## src/rtl/chunked_rc_adder.sv

```systemverilog
// chunked_rc_adder: multi-cycle ripple-carry adder/subtractor.
// The operands are captured once. The block then adds CHUNK bits per clock,
// starting with the least-significant chunk. A carry register links each
// chunk to the next. Both the input and the output use valid/ready handshakes.
module chunked_rc_adder #(
    parameter int WIDTH = 16,
    parameter int CHUNK = 4
) (
    input  logic             clk,
    input  logic             rst_n,
    input  logic             in_valid,
    output logic             in_ready,
    input  logic [WIDTH-1:0] a,
    input  logic [WIDTH-1:0] b,
    input  logic             cin,
    input  logic             sub,
    output logic             out_valid,
    input  logic             out_ready,
    output logic [WIDTH-1:0] sum,
    output logic             cout,
    output logic             ovf
);

    localparam int NCHUNK = WIDTH / CHUNK;
    // The index needs at least one bit, even when the whole word is one chunk.
    localparam int IDX_W  = (NCHUNK > 1) ? $clog2(NCHUNK) : 1;

    typedef enum logic [1:0] {
        IDLE = 2'd0,
        RUN  = 2'd1,
        DONE = 2'd2
    } state_t;

    state_t             state_q, state_d;
    logic [WIDTH-1:0]   a_q, a_d;
    logic [WIDTH-1:0]   b_q, b_d;          // already inverted for subtract
    logic               carry_q, carry_d;
    logic [IDX_W-1:0]   idx_q, idx_d;
    logic [WIDTH-1:0]   res_q, res_d;      // partial result built chunk by chunk
    logic [WIDTH-1:0]   sum_q, sum_d;
    logic               cout_q, cout_d;
    logic               ovf_q, ovf_d;
    logic               out_valid_q, out_valid_d;

    // Chunked views of the captured operands.
    logic [CHUNK-1:0]   a_chunks [NCHUNK];
    logic [CHUNK-1:0]   b_chunks [NCHUNK];

    genvar gi;
    generate
        for (gi = 0; gi < NCHUNK; gi++) begin : g_chunk
            assign a_chunks[gi] = a_q[gi*CHUNK +: CHUNK];
            assign b_chunks[gi] = b_q[gi*CHUNK +: CHUNK];
        end
    endgenerate

    logic [CHUNK-1:0]   cur_a;
    logic [CHUNK-1:0]   cur_b;
    logic [CHUNK:0]     chunk_sum;
    logic [WIDTH-1:0]   res_merged;
    logic               last_chunk;

    // Select the active chunk, add it, and merge the sum into the partial result.
    always_comb begin
        cur_a      = '0;
        cur_b      = '0;
        res_merged = res_q;
        for (int i = 0; i < NCHUNK; i++) begin
            if (idx_q == IDX_W'(i)) begin
                cur_a = a_chunks[i];
                cur_b = b_chunks[i];
            end
        end
        chunk_sum = {1'b0, cur_a} + {1'b0, cur_b} + {{CHUNK{1'b0}}, carry_q};
        for (int i = 0; i < NCHUNK; i++) begin
            if (idx_q == IDX_W'(i)) begin
                res_merged[i*CHUNK +: CHUNK] = chunk_sum[CHUNK-1:0];
            end
        end
        last_chunk = (idx_q == IDX_W'(NCHUNK - 1));
    end

    // Compute the next state and the next register values.
    always_comb begin
        state_d     = state_q;
        a_d         = a_q;
        b_d         = b_q;
        carry_d     = carry_q;
        idx_d       = idx_q;
        res_d       = res_q;
        sum_d       = sum_q;
        cout_d      = cout_q;
        ovf_d       = ovf_q;
        out_valid_d = out_valid_q;

        unique case (state_q)
            IDLE: begin
                if (in_valid) begin
                    // Subtraction uses a + ~b + 1, so cin is replaced by 1.
                    a_d     = a;
                    b_d     = sub ? ~b : b;
                    carry_d = sub ? 1'b1 : cin;
                    idx_d   = '0;
                    state_d = RUN;
                end
            end
            RUN: begin
                res_d   = res_merged;
                carry_d = chunk_sum[CHUNK];
                if (last_chunk) begin
                    // Publish the result directly from the merged word,
                    // so that the final chunk is included in this cycle.
                    sum_d       = res_merged;
                    cout_d      = chunk_sum[CHUNK];
                    ovf_d       = (a_q[WIDTH-1] == b_q[WIDTH-1]) &&
                                  (res_merged[WIDTH-1] != a_q[WIDTH-1]);
                    out_valid_d = 1'b1;
                    idx_d       = '0;
                    state_d     = DONE;
                end else begin
                    idx_d = idx_q + 1'b1;
                end
            end
            DONE: begin
                if (out_ready) begin
                    out_valid_d = 1'b0;
                    state_d     = IDLE;
                end
            end
            default: begin
                state_d     = IDLE;
                out_valid_d = 1'b0;
            end
        endcase
    end

    // Register the state. An asynchronous reset aborts any operation in flight.
    always_ff @(posedge clk or negedge rst_n) begin
        if (!rst_n) begin
            state_q     <= IDLE;
            a_q         <= '0;
            b_q         <= '0;
            carry_q     <= 1'b0;
            idx_q       <= '0;
            res_q       <= '0;
            sum_q       <= '0;
            cout_q      <= 1'b0;
            ovf_q       <= 1'b0;
            out_valid_q <= 1'b0;
        end else begin
            state_q     <= state_d;
            a_q         <= a_d;
            b_q         <= b_d;
            carry_q     <= carry_d;
            idx_q       <= idx_d;
            res_q       <= res_d;
            sum_q       <= sum_d;
            cout_q      <= cout_d;
            ovf_q       <= ovf_d;
            out_valid_q <= out_valid_d;
        end
    end

    assign in_ready  = (state_q == IDLE);
    assign out_valid = out_valid_q;
    assign sum       = sum_q;
    assign cout      = cout_q;
    assign ovf       = ovf_q;

endmodule

```

## config.mk

```make
export PLATFORM = sky130hd
export DESIGN_NAME = chunked_rc_adder
export DESIGN_NICKNAME = d
export VERILOG_FILES = /design/src/rtl/chunked_rc_adder.sv
export SDC_FILE = /design/constraint.sdc
export NUM_CORES = 1
export LEC_CHECK = 0
export CAP_MARGIN = 5
export CORE_MARGIN = 3
export CORE_UTILIZATION = 51
export CTS_CLUSTER_DIAMETER = 40
export DETAILED_ROUTE_END_ITERATION = 10
export PLACE_DENSITY = 0.81
export SYNTH_ARGS = -nofsm -noshare
export SYNTH_HDL_FRONTEND = slang
export SYNTH_SLANG_ARGS = --single-unit
```

## constraint.sdc

```tcl
create_clock -name clk -period 3.9 [get_ports clk]
set_input_delay 0.975 -clock clk [delete_from_list [all_inputs] [get_ports clk]]
set_output_delay 0.975 -clock clk [all_outputs]
set_load 0.01 [all_outputs]
```

---- Yosys cells after proc, flatten, opt, wreduce, memory -nomap -nowiden ----
Index checks and enable logic that the tools add are counted.
Widths: inputs -> output; s select.
word-level totals
  register bits after elaboration ......... 72
  bits in latches ......................... 0
  bits in writable memories ............... 0
  bits in read-only memories .............. 0
  output and inout bits ................... 20
  logic and storage cells ................. 60
  memories ................................ 0
cells by class
  add/subtract/negate cells ............... 3
  multipliers ............................. 0
  divide/modulo/power cells ............... 0
  $lt $le $gt $ge ......................... 0
  equal/unequal tests ..................... 10
  shift-type cells ........................ 0
  multiplexer cells ....................... 26
  bitwise gates (word level) .............. 2
  reductions and logical operators ........ 9
operators with widths
  kind                 number
  $mux 4               12
  $mux 16              1
  $not 16->16          1
  $mux 2               5
  $eq 2x2->1 const B   3
  $ne 2x2->1 const B   3
  $pmux 2 s3           1
  $reduce_and 2->1     3
  $reduce_and 3->1     2
  $add 4x4->5          1
  $add 5x1->5          1
  $eq 2x1->1 const B   2
  $logic_not 2->1      2
  $mux 1               4
  $pmux 2 s2           1
  $pmux 1 s3           1
  $add 2x1->2 const B  1
  $pmux 1 s2           1
  $reduce_bool 2->1    1
  $eq 1x1->1           1
  $logic_and 1x1->1    1
  $ne 1x1->1           1
  $not 1->1            1

---- Longest topological paths before layout ----
Gate-level depths: netlist of the first run.
  depth after elaboration ................. 10
  depth in mapped cells ................... 14
  mapped depth without buffers ............ 13

---- Worst setup path before layout of the first run ----
OpenSTA, ideal clock, no wires.
  path kind ............................... register to register
  start ................................... register idx_q[0]
  end ..................................... register ovf_q, in the netlist ovf
  library setup time ...................... 0.082 ns
  arrival time ............................ 2.817 ns
  data required time ...................... 3.818 ns
  setup slack ............................. 1.001 ns
  stages on the path, launching flop included .. 13
  clock period less this slack ............ 2.899 ns
  path through ............................ dfrtp_1 inv_1 ha_1 buf_1 nand3b_1 a21oi_1 a21oi_1 o21ai_0 ha_1 and3b_4 o21a_1 or4_1 a31oi_1
between the ends
  word-level cells in the longest chain between the ends .. 10
ends and longest elaborated chain
  element                 RTL line  RTL
  from (decl)             38        logic [IDX_W-1:0] idx_q, idx_d;
  from (signal assigned)  155       idx_q <= idx_d;
  $logic_not 2->1         69        if (idx_q == IDX_W'(i)) begin
  $mux 4 (4 in a row)     69
  $add 4x4->5             74        chunk_sum = {1'b0, cur_a} + {1'b0, cur_b} + {{CHUNK{1'b0}}, carry_q};
  $add 5x1->5             74
  $mux 4                  76        if (idx_q == IDX_W'(i)) begin
  $ne 1x1->1              116       (res_merged[WIDTH-1] != a_q[WIDTH-1]);
  $logic_and 1x1->1       115       ovf_d = (a_q[WIDTH-1] == b_q[WIDTH-1]) &&
  to (signal assigned)    159       ovf_q <= ovf_d;
  to (decl)               42        logic ovf_q, ovf_d;
Several ways; a longest one is shown, not always the timed one.
A chain may end at the register's enable or synchronous reset.

---- Worst setup path after layout of the first run ----
  start ................................... register idx_q[1]
  end ..................................... register sum_q[10], in the netlist sum[10]
between the ends
  word-level cells in the longest chain between the ends .. 8
ends and longest elaborated chain
  element               RTL line  RTL
  $logic_not 2->1       69
  $mux 4 (4 in a row)   69
  $add 4x4->5           74
  $add 5x1->5           74
  $mux 4                76
  to (signal assigned)  157       sum_q <= sum_d;
  to (decl)             40        logic [WIDTH-1:0] sum_q, sum_d;
Several ways; a longest one is shown, not always the timed one.

==> results of run 1 <==
==> Yosys cell counts, drive strengths merged <==
cell    instances
and2            2
o21ai          50
buf             7
and3b           1
clkbuf         14
o21a            1
mux2            3
nor2b          12
dfrtp          68
nand3b          3
nor2            4
a21oi          11
fa              2
a221oi          5
or4             1
a31oi           4
nand3           2
mux2i           6
nand2b          1
o31ai           5
ha              7
or3             1
inv             5
nand2         113
a21o            2
nor3            3
xnor2          17
o211ai          2
==> state kept, by name (all words and copies together), names as in the netlist <==
register / flops
a_q: 16
b_q: 16
carry_q: 1
cout: 1
idx_q: 2
out_valid: 1
ovf: 1
res_q: 12
state_q: 2
sum: 16
==> power by group through the flow <==
stage               registers [W]  clock network (W)  logic (W)
detailed placement        0.00124                  0    0.00177
CTS                       0.00123           0.000576    0.00178
global route              0.00127           0.000604    0.00199
floorplan                 0.00122                  0    0.00121
global placement          0.00123                  0    0.00171
finish                    0.00123           0.000562    0.00177
==> cell families (layout without fill, tap and decap cells) <==
family	after synthesis	after routing	share of synthesized area
simple gates	143	143	0.1879
flops	68	68	0.5259
fa+ha+maj	9	9	0.03944
mux	9	9	0.02900
compound gates	80	80	0.1392
xor+xnor	17	17	0.04602
buf+inv	26	80	0.03248
==> layout make-up <==
class	count	area (µm²)
Tap cell	75	93.84
Multi-Input combinational cell	258	1429
Clock buffer	11	141.4
Clock inverter	4	50.05
Sequential cell	68	1702
Timing Repair Buffer	60	588.1
Inverter	5	18.77
Fill cell	484	2003
==> routing by layer <==
metal  vias to the layer above  GRT usage  routed length (µm)
li1                       1269          -                   -
met1                      1164     0.2442                2942
met2                        56     0.3171                3225
met3                        13    0.03554                 263
met4                         0    0.09065                 159
met5                         -          0                   0
==> placed cells by master, fill, tap and decap left out, drive strengths merged, types with 3 or more instances in the layout <==
cell type | Yosys | routed
dfrtp | 68 | 68
nor2 | 4 | 4
a221oi | 5 | 5
mux2 | 3 | 3
nor3 | 3 | 3
clkdlybuf4s50 | 0 | 56
nand3b | 3 | 3
o21ai | 50 | 50
o31ai | 5 | 5
mux2i | 6 | 6
nand2 | 113 | 113
inv | 5 | 5
ha | 7 | 7
buf | 7 | 4
nor2b | 12 | 12
clkbuf | 14 | 11
xnor2 | 17 | 17
a21oi | 11 | 11
a31oi | 4 | 4
==> worst paths after layout <==
check                            to  depth (start not counted)
max                         sum[10]                         13
min                        res_q[7]                          2
max reg2reg                 sum[10]                         13
min reg2reg                res_q[7]                          2
max in group asynchronous  res_q[7]                          2
min in group asynchronous  res_q[0]                          1
==> metrics by stage <==
stage | cell area [µm²] | hold WS, ns | setup slack (ns) | total power (W) | instances
after global routing | 4023 | 0.4943 | 0.1644 | 0.003863 | 481
after global placement | 3831 | 0.4545 | 0.6642 | 0.002944 | 466
after floorplan | 3236 | 0.4379 | 1.001 | 0.002432 | 352
after CTS | 4023 | 0.4785 | 0.5052 | 0.003588 | 481
after detailed placement | 3831 | 0.4631 | 0.5041 | 0.003011 | 466
final | 4023 | 0.4759 | 0.4853 | 0.003561 | 481
==> worst max-delay path: stages (launching register included) <==
cell and delay [ns]:
dfrtp_1 0.40, inv_1 0.11, ha_1 0.64, nor2b_1 0.10
a221oi_1 0.33, nor3_1 0.08, a21oi_1 0.19, fa_1 0.21
inv_1 0.05, fa_1 0.39, xnor2_1 0.44, nand2_1 0.09
o21ai_0 0.11, o21ai_0 0.10
==> summary.txt, run 1 <==
Status
  • Status: finished clean

Route
  • DRT Pass-1 Iters: 4
  • Drt drc: 0
  • Routed vias/inst: 5.202
  • Vias post-DR: 2502
  • Post-route ant nets: 0
  • Drt wl/cell: 13.70 µm
  • Wirelength, routed: 6.591 mm
  • DR iter-0 viols: 85

Clock network
  • CTS tree: done
  • # hold bufs at CTS: 0
  • Clk slew on worst S/H paths: 0.07 ns
  • Htree depth: 3
  • CTS resizes: 0
  • Worst skew pair latency: 0.34 ns
  • Post-CTS setup buffer count: 0
  • CTS sink count: 68
  • CTS buffer count: 9
  • Max Buffers Root-to-Sink: 2
  • CTS root buffer: clkbuf_8

Worst setup path
  • Crit. Startpoint: idx_q[1]
  • Critical path arrival: 3.61 ns
  • CP required: 4.09 ns
  • Worst Path Max Fanout: 21
  • Critical Path Start Type: flop
  • Reg2reg setup slack: 0.49 ns
  • Worst setup path category: flop to flop
  • FF-to-FF Start: idx_q[1]
  • Setup crit end kind: flop

Placement
  • Routability cong.: 0.8256
  • I/O Buffers: 57
  • Post-DP HPWL: 4.831 mm

STA
  • Worst Clk Skew: 0.009247 ns
  • Tcrit/Tclk final: 0.8756
  • Final setup fails: 0
  • Fin crit period: 3.415 ns
  • Slew @ Worst Pin: 0.9600 ns
  • RSZ-0062 raised after global routing: false
  • Final Hold Viols: 0
  • Worst slew margin: 0.3584
  • Max Clock Freq: 0.2929 GHz
  • Setup TNS Final: 0 ns
  • Max Transition Viols Final: 0

Pwr
  • Comb power frac: 0.497
  • Seq pwr share: 0.346
  • Pwr dens: 885.3 mW/mm²
  • IR Drop Worst-Case VDD: 464.7 µV
  • Clock power share: 0.158
  • Leakage: 1.812 nW
  • P_int: 0.002095 W
  • Net Sw Power: 0.001466 W
  • Sw Ratio: 0.4116

GRT
  • Gr usage total: 0.1918
  • Initial antenna violation count: 0
  • Largest net degree at the start of global routing: 38
  • Congestion Overflow GR: 0
  • Global-route wire length before repair: 11.05 mm
  • Vias in the first global route: 2413

Floorplan
  • Die Width: 85.65 µm
  • DIE AREA: 0.007336 mm²
  • Initial core utilization: 0.5370
  • IO Pins: 58
  • Core Box Area: 0.006026 mm²
  • Rows: 28
  • Chip height: 85.65 µm

Synth
  • Syn. warnings: 0
  • Synth area leader: dfrtp_1
  • Seq cells post-synth: 68
  • Top post-synthesis cells by area: dfrtp_1, nand2_1, o21ai_0, xnor2_1, ha_1
  • Syn Nets: 399
  • Area share of the largest cell type after synthesis: 0.5259
  • Mapped Cells: 352
  • Seq/Total Area, Yosys: 0.5259
  • Netlist cell types: 31
  • Mapped Area: 0.003236 mm²
  • Mean area per synthesized cell: 9.192 µm²

Final layout
  • Fin util: 0.6676
  • Share of cells above drive strength 1: 0.05911
  • N_diodes: 0
  • Area grow syn2layout: 24.32%
  • NumNets Final: 449

Min path
  • Worst Hold Class: flop to flop
  • Worst hold start: res_q[7]

Run
  • Max_cap viols: 0
No activity file was read; power rests on OpenSTA's default activity.
==> inputs of run 2 (changes only) <==
--- a/config.mk
+++ b/config.mk
@@ -7,10 +7,10 @@
 export LEC_CHECK = 0
 export CAP_MARGIN = 5
 export CORE_MARGIN = 3
-export CORE_UTILIZATION = 51
+export CORE_UTILIZATION = 47
 export CTS_CLUSTER_DIAMETER = 40
 export DETAILED_ROUTE_END_ITERATION = 10
-export PLACE_DENSITY = 0.81
+export PLACE_DENSITY = 0.78
 export SYNTH_ARGS = -nofsm -noshare
 export SYNTH_HDL_FRONTEND = slang
 export SYNTH_SLANG_ARGS = --single-unit
==> constraint.sdc (replaced) <==
create_clock -name clk -period 2.8 [get_ports clk]
set_input_delay 0.7 -clock clk [delete_from_list [all_inputs] [get_ports clk]]
set_output_delay 0.7 -clock clk [all_outputs]
set_load 0.01 [all_outputs]
==> run 2 against run 1 <==
- routed wire length grew 3.9%
- critical path type unchanged
- via count grew 4.1%
- largest power group unchanged
- maximum frequency grew 25%
==> summary.txt, run 2 (synthesis results as in run 1) <==
Worst setup path
  • Reg2reg setup slack: 0.06 ns (-0.43 ns)
  • CP max stage delay: 0.46 ns (-0.18 ns)
  • CP top delay family: compound AO/OA/AOI/OAI gates
  • Crit path cell chain: inv_2, ha_4, buf_8, nor2b_2, a221oi_2, nor3_2, a21oi_2, fa_2, and3b_4, o21a_1, or4_1, a31oi_1
  • Worst setup path category: flop to flop
  • Critical Path Start Type: flop
  • Slowest-stage cell, CP: or4_1
  • Worst Path Max Fanout: 7 (-67%)
  • CP required: 3.06 ns (-1.03 ns)
  • Setup crit end kind: flop
  • Critical path arrival: 3.00 ns (-0.61 ns)
  • WP buf/inv: 2 (unchanged)

Floorplan
  • IO Pins: 58 (unchanged)
  • Rows: 29 (+3.6%)
  • Chip height: 88.97 µm (+3.9%)
  • Die Width: 88.97 µm (+3.9%)
  • DIE AREA: 0.007916 mm² (+7.9%)
  • Initial core utilization: 0.4982 (-0.03879)
  • Core Box Area: 0.006495 mm² (+7.8%)

STA
  • Final setup fails: 0 (unchanged)
  • Worst Clk Skew: 0.006097 ns (-0.003150 ns)
  • Fin crit period: 2.742 ns (-0.6728 ns)
  • Worst setup margin: 0.05816 ns (-0.4272 ns)
  • Max Transition Viols Final: 0 (unchanged)
  • RSZ-0062 raised after global routing: true
  • Slew @ Worst Pin: 0.6553 ns (-0.3048 ns)
  • Worst Hold Slack: 0.3839 ns (-0.09198 ns)
  • Max Clock Freq: 0.3647 GHz (+25%)
  • Worst slew margin: 0.5631 (+0.2047)
  • Final Hold Viols: 0 (unchanged)
  • Tcrit/Tclk final: 0.9792 (+0.1037)

Route
  • Vias post-DR: 2604 (+4.1%)
  • DRT Pass-1 Iters: 4 (unchanged)
  • Wirelength, routed: 6.845 mm (+3.9%)
  • Drt drc: 0 (unchanged)
  • DR iter-0 viols: 125 (+47%)
  • Post-route ant nets: 0 (unchanged)
  • Drt wl/cell: 13.66 µm (-0.29%)
  • Routed vias/inst: 5.198 (about the same)

Run
  • Max_cap viols: 0 (unchanged)

Final layout
  • Most frequent cells in the layout: nand2_1, dfrtp_1, clkdlybuf4s50_1, o21ai_0, xnor2_1
  • Commonest non-fill, non-tap cell in the layout: nand2_1
  • NumNets Final: 466 (+3.8%)
  • Fin util: 0.6583 (-0.009311)
  • N_diodes: 0 (unchanged)
  • Share of cells above drive strength 1: 0.1509 (+0.09183)
  • Area grow syn2layout: 32.13%

Placement
  • Routability cong.: 0.8936 (+8.2%)
  • Pre-CTS setup slack: -0.1244 ns (-0.6285 ns)
  • Post-DP HPWL: 4.990 mm (+3.3%)
  • I/O Buffers: 57 (unchanged)

Pwr
  • Pwr dens: 1304 mW/mm² (+47%)
  • IR Drop Worst-Case VDD: 786.8 µV (+69%)
  • Leakage: 1.925 nW (+6.2%)

Status
  • Status: finished clean

Clock network
  • Max Buffers Root-to-Sink: 2 (unchanged)
  • CTS sink count: 68 (unchanged)
  • Htree depth: 3 (unchanged)
  • CTS tree: done
  • CTS root buffer: clkbuf_8
  • Worst skew pair latency: 0.34 ns (about the same)
  • Clk slew on worst S/H paths: 0.07 ns (about the same)
  • CTS buffer count: 9 (unchanged)

GRT
  • Largest net degree at the start of global routing: 52 (+37%)
  • Global-route wire length before repair: 11.15 mm (+0.94%)
  • Gr usage total: 0.1842 (-0.007557)
  • Initial antenna violation count: 0 (unchanged)
  • Vias in the first global route: 2463 (+2.1%)
  • Congestion Overflow GR: 0 (unchanged)

Min path
  • Worst Hold Class: input port to async pin
[run 2: cell count changes in the layout (fill, tap and decap cells not counted), moves of 4 or more]
| cell | change |
|---|---|
| buf_4 | +12 |
| o21ai_0 | -11 |
| a21oi_2 | +4 |
| o21ai_1 | +10 |
| a21oi_1 | -4 |
[run 2: repair_timing]
item | 4_1_cts | 5_1_grt
buffers inserted | 1 | 2
hold buffers | 0 | 0
pin swaps | 1 | 13
resized for setup | 13 | 29
gates cloned | 0 | 1
endpoints found under the setup margin | 16 | 23
[run 2: final cells by class]
type	count	area [µm²]
fill	525	2220
sequential	68	1703
multi-input combinational	258	1535
timing repair buffer	77	740.7
clock buffer	15	176.4
tap	77	96.34
inverter	5	18.77
clock inverter	1	5.005
[run 2: through the flow]
step	total power [W]	TNS (ns)	instances	instance area [µm²]
detailed placement	0.004508	-1.118	481	3951
global route	0.006062	-0.07842	501	4275
floorplan	0.003428	-0.001998	352	3244
CTS	0.005369	0	498	4177
finish	0.005576	0	501	4275
global placement	0.004395	0	481	3951
[run 2: worst paths after layout]
kind,endpoint,depth (start not counted),startpoint
setup / recovery,ovf,12,idx_q[1]
hold / removal,sum[0],1,rst_n
setup reg to reg,ovf,12,idx_q[1]
hold reg to reg,sum[13],2,sum[13]
max in group asynchronous,res_q[5],2,rst_n
min in group clk,sum[13],2,sum[13]
[run 2: per-layer routing]
metal,vias up,global-route usage,part of all wire
met4,0,0.06495,0.017
met2,70,0.3090,0.48
met1,1212,0.2295,0.45
met3,13,0.05161,0.047
li1,1309,-,-
met5,-,0,0
[run 2: report_power, final]
part | internal [W] | leakage [nW] | switching (W)
clock network | 0.000394 | 0.0937 | 0.000338
logic | 0.00150 | 0.983 | 0.00162
registers | 0.00144 | 0.849 | 0.000285
total | 0.00334 | 1.93 | 0.00224
